$ cat src/rtl/uart_tx_arbiter_pkg.sv
// Shared types and constants for the UART transmit arbiter.
//   arb_state_e   : arbiter FSM states (IDLE, LOCK)
//   DEFAULT_DW    : default byte width
//   TIMEOUT_BITS  : stall-timeout counter width, same as the UART timer
//   MAX_NREQ      : largest supported requester count
//   onehot_to_idx : index of the set bit in a one-hot vector (0 when empty)
package uart_arb_pkg;

    localparam int unsigned DEFAULT_DW   = 8;
    localparam int unsigned TIMEOUT_BITS = 32;
    localparam int unsigned MAX_NREQ     = 8;

    typedef enum logic {
        IDLE = 1'b0,
        LOCK = 1'b1
    } arb_state_e;

    // OR of the indices of set bits; exact for one-hot or all-zero input.
    function automatic logic [2:0] onehot_to_idx(input logic [MAX_NREQ-1:0] oh);
        logic [2:0] idx;
        idx = '0;
        for (int unsigned i = 0; i < MAX_NREQ; i++) begin
            if (oh[i]) begin
                idx = idx | 3'(i);
            end
        end
        return idx;
    endfunction

endpackage

$ cat src/rtl/uart_tx_arbiter_if.sv
// Requester/transmitter bundle of the UART transmit arbiter.
//   i_req_valid/i_req_data/i_req_last/o_req_ready : per-requester byte stream
//   o_grant                                       : one-hot current owner
//   o_tx_valid/o_tx_data/i_tx_ready               : stream into the UART transmitter
//   o_busy                                        : grant held or output byte pending
//   o_timeout                                     : stall-revoke pulse, only with
//                                                   UART_TX_ARBITER_TIMEOUT_EN
// Modports: slave = arbiter side, master = requester/transmitter side.
interface uart_tx_arbiter_if
    import uart_arb_pkg::*;
#(
    parameter int unsigned NREQ = 4,
    parameter int unsigned DW   = DEFAULT_DW
);

    logic [NREQ-1:0]    i_req_valid;
    logic [NREQ*DW-1:0] i_req_data;
    logic [NREQ-1:0]    i_req_last;
    logic [NREQ-1:0]    o_req_ready;
    logic [NREQ-1:0]    o_grant;
    logic               o_tx_valid;
    logic [DW-1:0]      o_tx_data;
    logic               i_tx_ready;
    logic               o_busy;
`ifdef UART_TX_ARBITER_TIMEOUT_EN
    logic               o_timeout;
`endif

    modport slave (
        input  i_req_valid, i_req_data, i_req_last, i_tx_ready,
`ifdef UART_TX_ARBITER_TIMEOUT_EN
        output o_timeout,
`endif
        output o_req_ready, o_grant, o_tx_valid, o_tx_data, o_busy
    );

    modport master (
        output i_req_valid, i_req_data, i_req_last, i_tx_ready,
`ifdef UART_TX_ARBITER_TIMEOUT_EN
        input  o_timeout,
`endif
        input  o_req_ready, o_grant, o_tx_valid, o_tx_data, o_busy
    );

endinterface

$ cat src/rtl/uart_tx_arbiter_rr_pick.sv
// Combinational round-robin picker.
//   req     : request vector
//   ptr     : index with highest priority this round
//   grant_c : one-hot first set request scanning upward from ptr with wrap
//   found_c : at least one request set
module rr_pick #(
    parameter int unsigned NREQ = 4,
    parameter int unsigned PW   = $clog2(NREQ)
) (
    input  logic [NREQ-1:0] req,
    input  logic [PW-1:0]   ptr,
    output logic [NREQ-1:0] grant_c,
    output logic            found_c
);

    logic [PW-1:0] idx;

    // Rotating scan; the first hit wins and blocks the rest.
    always_comb begin
        grant_c = '0;
        found_c = 1'b0;
        idx     = '0;
        for (int unsigned i = 0; i < NREQ; i++) begin
            idx = PW'((32'(ptr) + i) % NREQ);
            if (!found_c && req[idx]) begin
                grant_c[idx] = 1'b1;
                found_c      = 1'b1;
            end
        end
    end

endmodule

$ cat src/rtl/uart_tx_arbiter.sv
// Round-robin, packet-locked arbiter sharing one UART transmitter byte port.
// Ports:
//   clk, i_reset_n : clock, asynchronous active-low reset
//   bus (slave)    : requester streams, one-hot grant, registered tx stream, busy
// Optional build macro UART_TX_ARBITER_TIMEOUT_EN: revoke a grant whose owner
// has held valid low for TIMEOUT_CYCLES cycles and pulse bus.o_timeout.
// o_req_ready is combinational: it follows i_tx_ready within the cycle so the
// output register can load and drain together at one byte per cycle.
module uart_tx_arbiter
    import uart_arb_pkg::*;
#(
    parameter int unsigned NREQ           = 4,
    parameter int unsigned DW             = DEFAULT_DW,
    parameter int unsigned TIMEOUT_CYCLES = 8680
) (
    input  logic              clk,
    input  logic              i_reset_n,
    uart_tx_arbiter_if.slave  bus
);

    localparam int unsigned PW = $clog2(NREQ);

    arb_state_e      state_q, state_d;
    logic [NREQ-1:0] grant_q, grant_d;
    logic [PW-1:0]   ptr_q, ptr_d;
    logic            tx_valid_q, tx_valid_d;
    logic [DW-1:0]   tx_data_q, tx_data_d;
    logic            busy_q, busy_d;

    logic [NREQ-1:0] pick_grant_c;
    logic            pick_found_c;
    logic            can_load_c;
    logic [NREQ-1:0] req_ready_c;
    logic            xfer_c;
    logic            own_valid_c;
    logic            own_last_c;
    logic [DW-1:0]   own_data_c;
    logic [PW-1:0]   owner_idx_c;
    logic [PW-1:0]   ptr_next_c;

`ifdef UART_TX_ARBITER_TIMEOUT_EN
    logic [TIMEOUT_BITS-1:0] tmo_cnt_q, tmo_cnt_d;
    logic                    timeout_q, timeout_d;
`else
    // Timeout setting has no effect in this build.
    logic unused_timeout_cfg;
    assign unused_timeout_cfg = ^TIMEOUT_BITS'(TIMEOUT_CYCLES);
`endif

    rr_pick #(
        .NREQ (NREQ),
        .PW   (PW)
    ) u_pick (
        .req     (bus.i_req_valid),
        .ptr     (ptr_q),
        .grant_c (pick_grant_c),
        .found_c (pick_found_c)
    );

    // Owner lane select; grant_q is one-hot or zero.
    always_comb begin
        own_valid_c = 1'b0;
        own_last_c  = 1'b0;
        own_data_c  = '0;
        for (int unsigned i = 0; i < NREQ; i++) begin
            if (grant_q[i]) begin
                own_valid_c = bus.i_req_valid[i];
                own_last_c  = bus.i_req_last[i];
                own_data_c  = bus.i_req_data[i*DW +: DW];
            end
        end
    end

    assign owner_idx_c = PW'(onehot_to_idx(MAX_NREQ'(grant_q)));
    assign ptr_next_c  = (32'(owner_idx_c) == NREQ - 1) ? '0 : owner_idx_c + PW'(1);
    assign can_load_c  = !tx_valid_q || bus.i_tx_ready;
    assign req_ready_c = (state_q == LOCK && can_load_c) ? grant_q : '0;
    assign xfer_c      = |(bus.i_req_valid & req_ready_c);

    // Next-state, grant, pointer and output-register update.
    always_comb begin
        state_d    = state_q;
        grant_d    = grant_q;
        ptr_d      = ptr_q;
        tx_valid_d = tx_valid_q;
        tx_data_d  = tx_data_q;
`ifdef UART_TX_ARBITER_TIMEOUT_EN
        tmo_cnt_d  = tmo_cnt_q;
        timeout_d  = 1'b0;
`endif

        if (tx_valid_q && bus.i_tx_ready) begin
            tx_valid_d = 1'b0;
        end
        if (xfer_c) begin
            tx_valid_d = 1'b1;
            tx_data_d  = own_data_c;
        end

        case (state_q)
            IDLE: begin
                if (pick_found_c) begin
                    state_d = LOCK;
                    grant_d = pick_grant_c;
                end
            end
            LOCK: begin
                if (xfer_c && own_last_c) begin
                    state_d = IDLE;
                    grant_d = '0;
                    ptr_d   = ptr_next_c;
`ifdef UART_TX_ARBITER_TIMEOUT_EN
                    tmo_cnt_d = '0;
                end else if (xfer_c) begin
                    tmo_cnt_d = '0;
                end else if (!own_valid_c) begin
                    if (tmo_cnt_q == TIMEOUT_BITS'(TIMEOUT_CYCLES - 1)) begin
                        state_d   = IDLE;
                        grant_d   = '0;
                        ptr_d     = ptr_next_c;
                        tmo_cnt_d = '0;
                        timeout_d = 1'b1;
                    end else begin
                        tmo_cnt_d = tmo_cnt_q + TIMEOUT_BITS'(1);
                    end
`endif
                end
            end
            default: begin
                state_d = IDLE;
                grant_d = '0;
            end
        endcase

        busy_d = (state_d == LOCK) || tx_valid_d;
    end

    // State and output registers.
    always_ff @(posedge clk or negedge i_reset_n) begin
        if (!i_reset_n) begin
            state_q    <= IDLE;
            grant_q    <= '0;
            ptr_q      <= '0;
            tx_valid_q <= 1'b0;
            tx_data_q  <= '0;
            busy_q     <= 1'b0;
`ifdef UART_TX_ARBITER_TIMEOUT_EN
            tmo_cnt_q  <= '0;
            timeout_q  <= 1'b0;
`endif
        end else begin
            state_q    <= state_d;
            grant_q    <= grant_d;
            ptr_q      <= ptr_d;
            tx_valid_q <= tx_valid_d;
            tx_data_q  <= tx_data_d;
            busy_q     <= busy_d;
`ifdef UART_TX_ARBITER_TIMEOUT_EN
            tmo_cnt_q  <= tmo_cnt_d;
            timeout_q  <= timeout_d;
`endif
        end
    end

    assign bus.o_req_ready = req_ready_c;
    assign bus.o_grant     = grant_q;
    assign bus.o_tx_valid  = tx_valid_q;
    assign bus.o_tx_data   = tx_data_q;
    assign bus.o_busy      = busy_q;
`ifdef UART_TX_ARBITER_TIMEOUT_EN
    assign bus.o_timeout   = timeout_q;
`endif

endmodule

$ cat src/flat_wrapper.sv
// flat-port wrapper written by rule: the top's interface ports become plain ports
module uart_tx_arbiter_flat import uart_arb_pkg::*;
#(
    parameter int unsigned NREQ           = 4,
    parameter int unsigned DW             = DEFAULT_DW,
    parameter int unsigned TIMEOUT_CYCLES = 8680
)
  (clk, i_reset_n, bus_i_req_valid, bus_i_req_data, bus_i_req_last, bus_i_tx_ready, bus_o_req_ready, bus_o_grant, bus_o_tx_valid, bus_o_tx_data, bus_o_busy);
  uart_tx_arbiter_if #(.NREQ(NREQ), .DW(DW)) bus_i ();
  input  logic clk;
  input  logic i_reset_n;
  input wire logic [$bits(bus_i.i_req_valid)-1:0] bus_i_req_valid;
  input wire logic [$bits(bus_i.i_req_data)-1:0] bus_i_req_data;
  input wire logic [$bits(bus_i.i_req_last)-1:0] bus_i_req_last;
  input wire logic [$bits(bus_i.i_tx_ready)-1:0] bus_i_tx_ready;
  output wire logic [$bits(bus_i.o_req_ready)-1:0] bus_o_req_ready;
  output wire logic [$bits(bus_i.o_grant)-1:0] bus_o_grant;
  output wire logic [$bits(bus_i.o_tx_valid)-1:0] bus_o_tx_valid;
  output wire logic [$bits(bus_i.o_tx_data)-1:0] bus_o_tx_data;
  output wire logic [$bits(bus_i.o_busy)-1:0] bus_o_busy;
  assign bus_i.i_req_valid = bus_i_req_valid;
  assign bus_i.i_req_data = bus_i_req_data;
  assign bus_i.i_req_last = bus_i_req_last;
  assign bus_i.i_tx_ready = bus_i_tx_ready;
  assign bus_o_req_ready = bus_i.o_req_ready;
  assign bus_o_grant = bus_i.o_grant;
  assign bus_o_tx_valid = bus_i.o_tx_valid;
  assign bus_o_tx_data = bus_i.o_tx_data;
  assign bus_o_busy = bus_i.o_busy;
  uart_tx_arbiter #(.NREQ(NREQ), .DW(DW), .TIMEOUT_CYCLES(TIMEOUT_CYCLES)) u_core (.clk(clk), .i_reset_n(i_reset_n), .bus(bus_i));
endmodule
$ cat config.mk
export PLATFORM = sky130hd
export DESIGN_NAME = uart_tx_arbiter_flat
export DESIGN_NICKNAME = d
export VERILOG_FILES = /design/src/rtl/uart_tx_arbiter_pkg.sv /design/src/rtl/uart_tx_arbiter_if.sv /design/src/rtl/uart_tx_arbiter_rr_pick.sv /design/src/rtl/uart_tx_arbiter.sv /design/src/flat_wrapper.sv
export SDC_FILE = /design/constraint.sdc
export NUM_CORES = 1
export LEC_CHECK = 0
export BUFFER_PORTS_ARGS = -buffer_cell sky130_fd_sc_hd__buf_2
export CAP_MARGIN = 20
export CORE_UTILIZATION = 46
export DETAILED_ROUTE_END_ITERATION = 6
export PLACE_DENSITY = 0.79
export SYNTH_ARGS = -nofsm -noshare
export SYNTH_HDL_FRONTEND = slang
export SYNTH_SLANG_ARGS = --single-unit
$ cat constraint.sdc
create_clock -name clk -period 3 [get_ports clk]
set_input_delay 0.6 -clock clk [delete_from_list [all_inputs] [get_ports clk]]
set_output_delay 0.6 -clock clk [all_outputs]
set_load 0.02 [all_outputs]
==> flow_metrics.tcl, run 1 <==
set metrics [dict create \
    synth_area_leaders "dfrtp_1 (33%), ha_1 (6.8%), a221oi_1 (4.8%)" \
    grt_pass1_wl_um 5100 \
    die_w_um 54.9 \
    clkLatencyLatePin_ns 0.30 \
    wirelength_um 3530 \
    p_total_mw 1.52 \
    port_buffers 60 \
    fin_setup_tns_ns 0 \
    power.leakage_nw 0.776 \
    drc_errors 0 \
    syn_inst 136 \
    ir_drop_mv 0.588 \
    r2r_start "u_core.ptr_q[0]" \
    cp_slowest_cell "dfrtp_1" \
    dpl-instance-area_um2 1590 \
    postRouteAntennaNets 0 \
    cp_top_family "flip-flops" \
    drv_cap 0 \
    hold_ws_ns 0.208 \
    areaGrowthSynthToFinish_pct 25.6 \
    status "complete, no violations" \
    grt_busiest_layer "met2" \
    synth_cell_types 44 \
    setup_violations 0 \
    drt_iter0_markers 42 \
    fin_ws_ns 0.617 \
    num_rows 18 \
    synthTopCellsByCount "dfrtp_1 (17), nand2_1 (13), o21ai_0 (10)" \
    cts_buffer_depth 2 \
    critPathMaxStageDelay_ns 0.58 \
    path_clk_slew_ns 0.11 \
    syn_avg_cell_area_um2 9.46 \
    cts_resized 0 \
    final_layout_size_suffix_gt1_share_pct 40.2 \
    hpwl_um 2710 \
    antenna_found_initial 0 \
    cts_buffers 3 \
    holdCritPathClass "in -> async" \
    tightest_slew_ns 0.572 \
    arrival_ns 2.58 \
    regToRegEndpoint "u_core.bus.o_grant[1]" \
    finalCritPeriodShare_pct 79.4 \
    routabilityCongestion 0.958 \
    htreeDepth 1 \
    syn_nets 186 \
    use_met2_pct 42.2 \
    critPathLaunchType "flop" \
    finalHoldViolCount 0 \
    critPathBufInv 1 \
    crit_path_cell_trace "inv_1 > ha_1 > mux2_2 > and2_1 > o21ai_0 > a31oi_1 > a221o_1" \
    ctsHoldBuffers 0 \
    crit_fanout 12 \
    yosysMostFrequentCell "dfrtp_1" \
    synth.top_cell.area_share_pct 33.1 \
    cts_root_buffer "clkbuf_4" \
    cts_tree "built" \
    grt.total_usage_pct 24.2 \
    yosys.area.top_type "dfrtp_1" \
    synth_ff_type "dfrtp_1" \
    syn_area_um2 1290 \
    cts_sinks 17 \
    io_pins 61 \
    met3_usage_pct 4.44 \
    drtPass1Iterations 5 \
    nNetsFinal 245 \
    floorplan.initialDensity_pct 50.1 \
    synth_edf_count 0 \
    period_minus_slack_ns 2.38 \
    grt_pass1_vias 1105 \
    stdcell_count 224 \
    preCtsSetupSlack_ns 0.628 \
    worst_ep_required_time_ns 3.20 \
    p_per_area_nw_per_um2 942 \
    met1_usage_pct 30.7 \
    gr-total-overflow 0 \
    synth_async_sr_flop_share_pct 100 \
    core_um2 2570 \
    seq_area_frac_synth_pct 33.1 \
    design_area_um2 1620 \
    vias 1334 \
    slew_headroom_pct 61.9 \
    ys_seq_elements 17 \
    cp-end-kind "flop" \
    drv_slew 0 \
    grt_max_degree 19 \
    clock_skew_ns 0.00656 \
    viasPerCell 5.96 \
    wire_per_inst_um 15.8 \
    reg2reg_slack_ns 0.62 \
    die-area_um2 3010 \
    post_cts_buffers 0 \
    yosys_warnings 0 \
    utilization_pct 62.9 \
    die_h_um 54.9 \
    timing.fmax_ghz 0.420 \
    antenna_cells 0 \
    rsz0062_at_grt "no" \
    worstSetupPathType "reg -> reg" \
    dp_cells 220 \
    rr_worst_depth 7 \
]
layout by cell type, fill, tap and decap left out, drive strengths merged, types with 2 or more instances in the layout:
| master | count |
|---|---|
| ha | 7 |
| or2 | 2 |
| inv | 3 |
| clkbuf | 3 |
| nand3b | 2 |
| a221o | 4 |
| buf | 61 |
| dfrtp | 17 |
| o21ai | 10 |
| or3b | 2 |
| o31ai | 8 |
| a21oi | 3 |
| a221oi | 8 |
| a22o | 2 |
| nor2 | 8 |
| nand2 | 13 |
| mux2i | 3 |
| o22ai | 7 |
| and3 | 4 |
| a31oi | 4 |
| nor2b | 2 |
| mux2 | 2 |
| nand2b | 2 |
| o2111ai | 4 |
how the worst max path moves through the flow:
stage / slack, ns / to / start / cells after the start
after floorplan: 0.84 / u_core.bus.o_grant[2] / u_core.ptr_q[0] / 8
after global placement: 0.74 / u_core.bus.o_grant[1] / u_core.ptr_q[0] / 6
after detailed placement: 0.63 / u_core.bus.o_grant[1] / u_core.ptr_q[0] / 7
after CTS: 0.62 / u_core.bus.o_grant[1] / u_core.ptr_q[0] / 7
after global routing: 0.42 / u_core.bus.o_grant[3] / u_core.ptr_q[0] / 6
final: 0.62 / u_core.bus.o_grant[1] / u_core.ptr_q[0] / 7
area by class of cell:
| cell class | count | area (um2) |
|---|---|---|
| well taps | 30 | 37.5 |
| clock inverters | 1 | 7.51 |
| multi-input cells | 108 | 800 |
| inverters | 4 | 15.0 |
| fillers | 229 | 952 |
| clock buffers | 3 | 22.5 |
| repair buffers | 61 | 308 |
| flip-flops and latches | 17 | 425 |
power breakdown:
| group | switching (mW) | leakage, nW | internal [mW] |
|---|---|---|---|
| sequential | 0.129 | 0.211 | 0.320 |
| clock | 0.0808 | 0.0139 | 0.0508 |
| combinational | 0.563 | 0.551 | 0.377 |
sequential cells by signal, summed over array words and instances, names as in the netlist:
name and count:
u_core.bus.o_tx_data 8, u_core.bus.o_grant 4, u_core.bus.o_tx_valid 1, u_core.ptr_q 2, u_core.state_q 1, u_core.bus.o_busy 1
per-layer routing:
metal  vias to the layer above  wire length (um)
met5                         -                 0
met2                        59              1740
li1                        651                 -
met3                         4               230
met1                       620              1530
met4                         0                31
cells by family (layout without fill, tap and decap cells):
family / count (synthesis) / after routing / synth area share, %
AOI/OAI and AO/OA: 55 / 55 / 32.7
and+or+nand+nor: 40 / 40 / 17.9
DFF: 17 / 17 / 33.1
buffers and inverters: 11 / 69 / 4.77
adders and majority gates: 7 / 7 / 6.81
muxes: 5 / 5 / 4.09
xor gates and xnor gates: 1 / 1 / 0.681
Power figures use the tool's default switching activity.
==> run 2, diff against run 1 <==
clock period = 2.41 ns   (was 3 ns; I/O delays follow)
==> flow_metrics.tcl, run 2 (synthesis gave the netlist of run 1 again) <==
set metrics [dict create \
    cts_buffers 3 \
    final_common_cell "buf_2" \
    viasPerCell 5.95 \
    period_minus_slack_ns 2.25 \
    final_layout_size_suffix_gt1_share_pct 41.1 \
    nNetsFinal 248 \
    drt_iter0_markers 49 \
    worst_ep_required_time_ns 2.58 \
    worstSetupPathType "reg -> reg" \
    postRouteAntennaNets 0 \
    htreeDepth 1 \
    vias 1350 \
    ctsHoldBuffers 0 \
    grt_max_degree 18 \
    die_w_um 54.9 \
    holdCritPathClass "in -> async" \
    cts_root_buffer "clkbuf_4" \
    timing.fmax_ghz 0.445 \
    fin_setup_tns_ns 0 \
    wire_per_inst_um 15.6 \
    core_um2 2570 \
    io_pins 61 \
    tightest_slew_ns 0.384 \
    port_buffers 60 \
    post_cts_buffers 0 \
    die-area_um2 3010 \
    crit_fanout 7 \
    cts_tree "built" \
    grt_pass1_vias 1130 \
    largest_reg_flops 8 \
    ir_drop_mv 0.806 \
    grt_pass1_wl_um 5110 \
    setup_violations 0 \
    cp-end-kind "flop" \
    hpwl_um 2770 \
    floorplan.initialDensity_pct 50.1 \
    routabilityCongestion 0.898 \
    drtPass1Iterations 4 \
    p_per_area_nw_per_um2 1170 \
    antenna_found_initial 0 \
    rsz0062_at_grt "no" \
    grt.total_usage_pct 23.9 \
    num_rows 18 \
    p_total_mw 1.92 \
    hold_ws_ns 0.0985 \
    clock_skew_ns 0.0103 \
    areaGrowthSynthToFinish_pct 27.1 \
    antenna_cells 0 \
    die_h_um 54.9 \
    drc_errors 0 \
    utilization_pct 63.7 \
    cts_sinks 17 \
    finalCritPeriodShare_pct 93.3 \
    status "complete, no violations" \
    gr-total-overflow 0 \
    drv_slew 0 \
    layout_common_cells "buf_2 (60), dfrtp_1 (17), nand2_1 (13)" \
    wirelength_um 3530 \
    cts_buffer_depth 2 \
    finalHoldViolCount 0 \
    arrival_ns 2.42 \
    clkLatencyLatePin_ns 0.28 \
    drv_cap 0 \
    power.leakage_nw 0.794 \
    slew_headroom_pct 74.4 \
    critPathLaunchType "flop" \
    cts_resized 0 \
    path_clk_slew_ns 0.10 \
]
==> run 2: cell types whose count changed in the layout (fill, tap and decap cells not counted), sizes merged <==
| cell | delta |
|---|---|
| clkinv | +1 |
| clkinvlp | -1 |
| buf | +3 |
==> run 2: worst max-delay path: stages (launching register included) <==
cell,delay [ns]
dfrtp_1,0.48
inv_1,0.14
ha_1,0.41
mux2_2,0.37
and2_1,0.18
o21ai_0,0.18
a31oi_1,0.11
a221o_1,0.26
==> run 2: final timing paths <==
check                      slack, ns                    start  cells after the start                       to
setup / recovery                0.16          u_core.ptr_q[1]                      7    u_core.bus.o_grant[0]
hold / removal                   0.1                i_reset_n                      1  u_core.bus.o_tx_data[6]
setup reg to reg                0.16          u_core.ptr_q[1]                      7    u_core.bus.o_grant[0]
hold reg to reg                 0.48  u_core.bus.o_tx_data[6]                      2  u_core.bus.o_tx_data[6]
max in group asynchronous       2.03                i_reset_n                      1        u_core.bus.o_busy
min in group clk                0.48  u_core.bus.o_tx_data[6]                      2  u_core.bus.o_tx_data[6]
==> run 2: cell type report <==
cell class	count	area, um2
Clock buffer	3	22.5
Clock inverter	1	5.00
Fill cell	237	932
Inverter	4	15.0
Multi-Input combinational cell	108	800
Sequential cell	17	425
Tap cell	30	37.5
Timing Repair Buffer	64	330
==> run 2: metrics by stage <==
step | std cells | setup WS, ns | instance area, um2
6_report | 227 | 0.162 | 1640
5_1_grt | 227 | 0.0193 | 1640
4_1_cts | 227 | 0.187 | 1640
3_5_place_dp | 223 | 0.203 | 1610
3_3_place_gp | 223 | 0.292 | 1610
2_1_floorplan | 136 | 0.246 | 1290
==> run 2: layer usage <==
metal	track usage (%)	routed length (um)
met5	0	0
met1	32.0	1610
met3	4.72	213
met4	4.70	45
met2	39.6	1670
==> run 2: power breakdown <==
group          total, mW  switching, mW  leakage (nW)  internal (mW)
combinational       1.25          0.752         0.566          0.497
sequential         0.522          0.124         0.211          0.398
clock              0.148         0.0863        0.0177         0.0615
==> run 3, diff against run 2 <==
CORE_UTILIZATION = 48   (was 46)
CTS_BUF_LIST = sky130_fd_sc_hd__clkbuf_8   (was unset)
PLACE_DENSITY = 0.82   (was 0.79)
==> flow_metrics.tcl, run 3 (synthesis gave the netlist of run 1 again) <==
set metrics [dict create \
    grt_pass1_wl_um 5400 \
    finalCritPeriodShare_pct 91.8 \
    routabilityCongestion 0.983 \
    wire_per_inst_um 15.7 \
    postRouteAntennaNets 0 \
    cp_slowest_cell "dfrtp_2" \
    grt.total_usage_pct 25.7 \
    areaGrowthSynthToFinish_pct 28.8 \
    antenna_found_initial 0 \
    rsz0062_at_grt "no" \
    clock_skew_ns 0.00111 \
    timing.fmax_ghz 0.452 \
    finalHoldViolCount 0 \
    clkLatencyLatePin_ns 0.25 \
    path_clk_slew_ns 0.07 \
    status "complete, no violations" \
    gr-total-overflow 0 \
    cts_sinks 17 \
    final_layout_size_suffix_gt1_share_pct 41.6 \
    core_um2 2500 \
    holdCritPathClass "in -> async" \
    port_buffers 60 \
    setup_violations 0 \
    drv_cap 0 \
    dpl-instance-area_um2 1610 \
    ctsHoldBuffers 0 \
    drtPass1Iterations 4 \
    grt_max_degree 18 \
    grt_pass1_vias 1167 \
    p_total_mw 2.00 \
    p_per_area_nw_per_um2 1200 \
    arrival_ns 2.35 \
    cts_buffers 3 \
    fin_setup_tns_ns 0 \
    cts_tree "built" \
    cts_resized 0 \
    drc_errors 0 \
    hpwl_um 2740 \
    cts_root_buffer "clkbuf_8" \
    worstSetupPathType "reg -> reg" \
    io_pins 61 \
    drt_iter0_markers 35 \
    die_w_um 53.8 \
    crit_path_cell_trace "inv_1 > ha_2 > mux2_2 > and2_1 > o21ai_0 > a31oi_1 > a221o_1" \
    largest_reg_flops 8 \
    slew_headroom_pct 74.2 \
    layout_common_cells "buf_2 (60), dfrtp_1 (16), nand2_1 (13)" \
    vias 1380 \
    power.leakage_nw 0.801 \
    cts_buffer_depth 2 \
    design_area_um2 1660 \
    period_minus_slack_ns 2.21 \
    nNetsFinal 248 \
    drv_slew 0 \
    tightest_slew_ns 0.387 \
    wirelength_um 3570 \
    num_rows 18 \
    die_h_um 53.8 \
    antenna_cells 0 \
    ir_drop_mv 0.708 \
    critPathLaunchType "flop" \
    viasPerCell 6.08 \
    die-area_um2 2890 \
    worst_ep_required_time_ns 2.54 \
    final_common_cell "buf_2" \
    cp-end-kind "flop" \
    critPathMaxStageDelay_ns 0.43 \
    floorplan.initialDensity_pct 51.5 \
    crit_fanout 7 \
    post_cts_buffers 0 \
    htreeDepth 1 \
]
## run 3: cell count changes in the layout (fill, tap and decap cells not counted), sizes merged
cell	before	now
inv	3	4
clkinv	2	1
## run 3: where the power goes
part           internal, mW  total, mW  switching, mW
combinational         0.504       1.26          0.757
clock                 0.113      0.209         0.0964
sequential            0.401      0.524          0.123
## run 3: metrics by stage
stage	util [%]	cells	hold WS (ns)	worst slack (ns)
detailed placement	64.3	223	0.424	0.138
CTS	66.1	227	0.152	0.123
global placement	64.3	223	0.417	0.303
floorplan	-	136	0.186	0.246
global route	66.3	227	0.165	0.0558
finish	66.3	227	0.144	0.197
## run 3: critical path, delay by kind of cell, from the launching register on
kind | cells | cell delay, ns
DFF | 1 | 0.43
and+or+nand+nor | 1 | 0.19
buffers and inverters | 1 | 0.13
AOI/OAI and AO/OA | 3 | 0.59
muxes | 1 | 0.36
adders and majority gates | 1 | 0.41
## run 3: path summary, 6_finish.rpt
path	start	to	slack, ns	cells past startpoint
min in group clk	u_core.bus.o_tx_data[1]	u_core.bus.o_tx_data[1]	0.48	2
max in group asynchronous	i_reset_n	u_core.ptr_q[1]	1.97	1
hold reg to reg	u_core.bus.o_tx_data[1]	u_core.bus.o_tx_data[1]	0.48	2
setup reg to reg	u_core.ptr_q[1]	u_core.bus.o_grant[2]	0.20	7
setup / recovery	u_core.ptr_q[1]	u_core.bus.o_grant[2]	0.20	7
hold / removal	i_reset_n	u_core.bus.o_tx_data[4]	0.14	1
## run 3: area by class of cell
cell class	count	area, um2
inverters	4	15.0
well taps	30	37.5
flip-flops and latches	17	427
clock buffers	3	41.3
clock inverters	1	3.75
fillers	216	843
multi-input cells	108	802
repair buffers	64	330
## run 3: routing by layer
metal	wire length, um	vias up	part of all wire, %	GRT usage, %
met5	0	-	0	0
met4	72	0	2.0	10.5
met3	207	8	5.8	2.82
met2	1760	60	49	42.6
met1	1530	657	43	33.7
li1	-	655	-	-
